File: src/rtl/volume_level.sv
// Volume level meter: tracks the peak microphone amplitude over a window of
// WINDOW accepted samples and turns it into a 0..15 level with instant attack
// and one-step-per-window decay.
module volume_level #(
  parameter int unsigned WINDOW = 4000
) (
  input  logic        clk,
  input  logic        rst,
  input  logic        sample_valid,
  input  logic [11:0] mic_in,
  input  logic        freeze,
  output logic [3:0]  level,
  output logic        level_valid
);

  localparam int unsigned CNT_W  = 16;
  localparam int unsigned AMP_W  = 11;
  localparam int unsigned LVL_W  = 4;
  localparam logic [11:0] MIDPOINT = 12'd2048;
  localparam logic [CNT_W-1:0] LAST_CNT = CNT_W'(WINDOW - 1);

  logic [CNT_W-1:0] cnt_q, cnt_d;
  logic [AMP_W-1:0] peak_q, peak_d;
  logic [LVL_W-1:0] level_q, level_d;
  logic             level_valid_q, level_valid_d;

  logic [AMP_W-1:0] amp_c;
  logic [AMP_W-1:0] max_amp_c;
  logic [LVL_W-1:0] quant_c;
  logic             closing_c;

  // Rectify around the silence midpoint; samples at or below it carry no amplitude.
  always_comb begin
    amp_c = '0;
    if (mic_in > MIDPOINT) begin
      amp_c = AMP_W'(mic_in - MIDPOINT);
    end
  end

  // Window counting, peak tracking and level update on the closing sample.
  always_comb begin
    cnt_d         = cnt_q;
    peak_d        = peak_q;
    level_d       = level_q;
    level_valid_d = 1'b0;

    // Ties keep the current peak; the closing sample still counts toward it.
    max_amp_c = (amp_c > peak_q) ? amp_c : peak_q;
    quant_c   = max_amp_c[AMP_W-1:AMP_W-LVL_W];
    closing_c = sample_valid && (cnt_q == LAST_CNT);

    if (sample_valid) begin
      if (closing_c) begin
        cnt_d  = '0;
        peak_d = '0;
        if (!freeze) begin
          level_valid_d = 1'b1;
          // Decay branch only runs when quant < level, so level >= 1 and
          // the subtraction cannot wrap below zero.
          if (quant_c >= level_q) begin
            level_d = quant_c;
          end else begin
            level_d = level_q - LVL_W'(1);
          end
        end
      end else begin
        cnt_d  = cnt_q + CNT_W'(1);
        peak_d = max_amp_c;
      end
    end
  end

  // State registers; reset discards any partial window and pending update.
  always_ff @(posedge clk) begin
    if (rst) begin
      cnt_q         <= '0;
      peak_q        <= '0;
      level_q       <= '0;
      level_valid_q <= 1'b0;
    end else begin
      cnt_q         <= cnt_d;
      peak_q        <= peak_d;
      level_q       <= level_d;
      level_valid_q <= level_valid_d;
    end
  end

  assign level       = level_q;
  assign level_valid = level_valid_q;

endmodule

File: config.mk
export PLATFORM = sky130hd
export DESIGN_NAME = volume_level
export DESIGN_NICKNAME = d
export VERILOG_FILES = /design/src/rtl/volume_level.sv
export SDC_FILE = /design/constraint.sdc
export NUM_CORES = 1
export LEC_CHECK = 0
export BUFFER_PORTS_ARGS = -buffer_cell sky130_fd_sc_hd__buf_2
export CORE_UTILIZATION = 40
export DETAILED_ROUTE_END_ITERATION = 12
export PLACE_DENSITY = 0.64
export SKIP_LAST_GASP = 1
export SLEW_MARGIN = 20
export SYNTH_ARGS = -nofsm -noshare
export SYNTH_HDL_FRONTEND = slang
export SYNTH_SLANG_ARGS = --single-unit
export TNS_END_PERCENT = 30
File: constraint.sdc
create_clock -name clk -period 5.25 [get_ports clk]
set_input_delay 0.7875 -clock clk [delete_from_list [all_inputs] [get_ports clk]]
set_output_delay 0.7875 -clock clk [all_outputs]
set_load 0.1 [all_outputs]
== Word-level counts from Yosys, hierarchy flattened ==
Index checks and enable logic that the tools add are counted.
Storage, ports and cells
  word-level logic and storage cells: 26
  output and inout port bits: 5
  register bits after elaboration: 32
Operators by class
  add/subtract/negate cells: 3
  mux-type cells: 6
  reduce and logical (&&, ||, !) cells: 5
  magnitude comparators: 3
  eq/ne operators: 1
  bitwise logic cells: 3
Operators with widths (count)
  11-bit 2-to-1 mux: 3
  16-bit by 1-bit adder with 16-bit output, second input constant: 1
  16-bit by 12-bit equality test with 1-bit output, second input constant: 1
  16-bit 2-to-1 mux: 1
  12-bit greater-than comparator, second input constant: 1
  11-bit greater-than comparator: 1
  11-bit by 1-bit subtractor with 11-bit output, second input constant: 1
  4-bit >= comparator: 1
  4-bit 2-to-1 mux: 1
  4-bit by 1-bit subtractor with 4-bit output, second input constant: 1
  1-bit NOT: 3
  3-bit AND reduction: 1
  3-bit OR reduction: 1
  2-bit AND reduction: 1
  2-bit nonzero test: 1
  1-bit logical AND: 1
  1-bit 2-to-1 mux: 1

== Logic depth before layout (Yosys ltp) ==
  depth in word-level cells: 6
  gate-level depth with buffers: 16
  gate-level depth less buffers: 16

== Worst setup path before layout ==
Ideal clock, no wire load.
  kind: in2reg
  from: input mic_in[11]
  to: register level_q[2], in the netlist level[2]
  stages on the path: 16
  slack: 1.097 ns
  path buffers: 1
  arrival: 4.095 ns
  required time: 5.193 ns
  library setup time: 0.057 ns
  cell sequence: clkbuf_1 -> and2_1 -> ha_1 -> a21oi_1 -> o21ai_0 -> a2111oi_4 -> nor2_1 -> mux2i_1 -> inv_1 -> ha_1 -> nand2b_1 -> a2111oi_0 -> nor2_1 -> nor4_1 -> a311oi_1 -> a21bo_1
Between the ends
  cells in the longest elaborated chain, start to end: 6
RTL lines
  start: declaration: line 10  | input logic [11:0] mic_in,
  12-bit greater-than comparator *: line 35  | if (mic_in > MIDPOINT) begin
  11-bit 2-to-1 mux *: line 35
  11-bit greater-than comparator: line 48  | max_amp_c = (amp_c > peak_q) ? amp_c : peak_q;
  11-bit 2-to-1 mux *: line 48
  4-bit >= comparator: line 60  | if (quant_c >= level_q) begin
  4-bit 2-to-1 mux *: line 60
  end signal: assignment: line 83  | level_q <= level_d;
  end: declaration: line 24  | logic [LVL_W-1:0] level_q, level_d;
Mark *: on every way between the ends. The rest lies on a longest branch, timed or not. The select of a mux whose other input is x is not followed.
A chain may end at the register's enable or synchronous reset.

== Final worst setup path ==
Ends and elaborated chain as after synthesis.

==> key figures <==
Clock tree
  – Worst-Skew Late Latency: 0.29 ns
  – CTS Hold Bufs: 0
  – Worst-path clk slew: 0.07 ns
  – Post_cts resized: 0
  – Cts bufs inserted: 5
  – Clock Sinks: 32
  – Root buffer cell: clkbuf_8
  – Max Buffers Root-to-Sink: 2
  – Post-CTS Setup Bufs: 0
  – CTS tree: built
  – H-tree Lvls: 2

Setup path
  – Worst setup EP type: flop
  – WS Path Type: in -> reg
  – Delay-heaviest family, CP: compound AO/OA/AOI/OAI gates
  – Critical Path, Cell by Cell: buf_2, and2_1, ha_1, a211oi_1, nor2_1, a2111oi_4, nor2_1, mux2i_1, inv_1, ha_1, nand2b_1, a2111oi_0, nor2_1, nor4_1, a311oi_1, a21bo_1
  – CP max FO: 12
  – Crit-path slowest cell: a2111oi_4
  – Worst EP arrival: 4.42 ns
  – Slowest stage delay, CP: 0.48 ns
  – Most common cell on crit path: nor2_1
  – Critical path startpoint category: input pin
  – WP data required: 5.48 ns
  – CP bufs+invs: 2

Layout
  – ANT cells: 0
  – Final Instance Area: 0.00216 sq mm
  – Layout cells sized above 1: 18.0%
  – Commonest non-fill, non-tap cells in the layout: dfxtp_1, nor2_1, nand2_1, buf_2, inv_1
  – Most common cell after layout, fill and taps aside: dfxtp_1
  – Area grow syn2layout: 12.3%
  – Final net count: 282

Detailed routing
  – Vias per cell: 5.47
  – WL per Instance: 13.4 microns
  – Total wire length: 4040 microns
  – Post-route ant nets: 0
  – Initial detailed-routing violation count: 97
  – Total vias in the final route: 1652
  – Detailed-route DRC error count: 1
  – Router iterations before antenna repair: 8

Floorplanning
  – Initial Utilization: 42.8%
  – Cell Rows: 24
  – IO Count: 21
  – Die Wd: 71.4 microns
  – Total die area: 0.00510 sq mm
  – Die height: 71.4 microns
  – Core footprint: 0.00450 sq mm

Place
  – Gpl congestion: 0.796
  – DP HPWL: 3020 microns
  – Port Buffers: 20
  – Dpl cell area: 0.00207 sq mm

Synth
  – Syn Std Cell Area: 0.00193 sq mm
  – Largest cells by area after synthesis: dfxtp_1, ha_1, a22o_1
  – Largest area contributor in the netlist: dfxtp_1
  – Synthesized flop and latch total: 32
  – Mean Syn Cell Area: 8.53 sq um
  – EDFF count, synth: 0
  – Sequential element share of the synthesized area: 33.2%
  – Cells after synthesis: 226
  – Yosys warns: 0
  – Dominant synthesized flop cell: dfxtp_1
  – Async set or reset register ratio after synthesis: 0%
  – Synth top area share: 33.2%
  – Post-synth cell types: 46
  – Synthesized Nets: 259

GRT
  – Largest net degree at the start of global routing: 17
  – Vias in the first global route: 1560
  – Initial antenna violation count: 0
  – GRT overflow: 0
  – First-pass GRT wire length: 7010 microns
  – Gr usage total: 17.4%

STA
  – Worst-margin pin slew: 0.717 ns
  – Final Max Slew Viols: 0
  – Minimum clock period: 4.19 ns
  – Final clock skew: 0.0133 ns
  – Fin crit share: 79.9%
  – Fin. Hold Viols: 0
  – RSZ-0062 raised after global routing: false
  – Endpoints failing setup: 0
  – Slew HR: 52.1%
  – Fmax: 238 MHz
  – Setup TNS: 0 ns

Power
  – Static leakage: 0.858 nW
  – Worst IR Drop VDD: 0.000108 V
  – PD cells: 251 mW/mm^2

Run status
  – Outcome: finished, violations left
  – Failing checks: DRC

Worst hold path
  – Hold/Removal Path Class: reg -> reg

Run
  – Max-cap violations: 0
layer usage:
metal | vias to the layer above | wire length, microns | GRT usage, %
li1 | 854 | - | -
met5 | - | 0 | 0
met3 | 7 | 137 | 3.94
met2 | 25 | 1820 | 28.8
met1 | 766 | 2010 | 22.3
met4 | 0 | 65 | 6.00
final timing paths:
check	startpoint	cells after the start	slack, ns	endpoint
hold reg to reg	peak_q[2]	1	0.48	peak_q[2]
setup / recovery	mic_in[11]	16	1.06	level[2]
hold / removal	peak_q[2]	1	0.48	peak_q[2]
setup reg to reg	peak_q[8]	15	1.48	level[2]
flip-flops by register name, indices dropped and copies added, names as in the netlist:
| signal | cells |
|---|---|
| peak_q | 11 |
| level | 4 |
| level_valid | 1 |
| cnt_q | 16 |
layout make-up:
cell class              instances  area (sq um)
repair buffers                 21           108
fillers                       444          2340
multi-input cells             170          1190
clock buffers                   6          82.6
inverters                      19          71.3
well taps                      52          65.1
flip-flops and latches         32           641
clock inverters                 2          10.0
cell families (layout without fill, tap and decap cells):
family          Yosys count  after routing  synth area share, %
xor+xnor                 13             13                 5.91
simple gates            100            100                 27.9
buf+inv                  24             48                 5.13
fa+ha+maj                17             17                 11.0
mux                       4              4                 2.27
compound gates           36             36                 14.5
flops                    32             32                 33.2
synthesized netlist by cell type (all sizes together), types with 4 or more instances:
library cell	count
a21oi	10
a22o	9
and2	9
dfxtp	32
ha	17
inv	19
nand2	21
nand3	9
nand4	7
nor2	21
nor3	9
nor4	8
o21ai	5
xnor2	4
xor2	9
through the flow:
| stage | setup WS (ns) | utilization [%] | hold WS [ns] | instances | total power [mW] |
|---|---|---|---|---|---|
| floorplan | 1.10 | - | 0.442 | 226 | 0.324 |
| finish | 1.06 | 48.1 | 0.483 | 302 | 0.543 |
| global route | 0.604 | 48.1 | 0.507 | 302 | 0.574 |
| global placement | 0.884 | 46.0 | 0.459 | 294 | 0.348 |
| detailed placement | 0.785 | 46.0 | 0.468 | 294 | 0.350 |
| CTS | 1.08 | 48.1 | 0.487 | 302 | 0.552 |
power by group:
part	internal [mW]	switching, mW	total, mW
Combinational	0.0380	0.0542	0.0922
Clock	0.105	0.0938	0.198
Sequential	0.248	0.00421	0.253
Note: power is estimated with default switching activity, not from simulation.
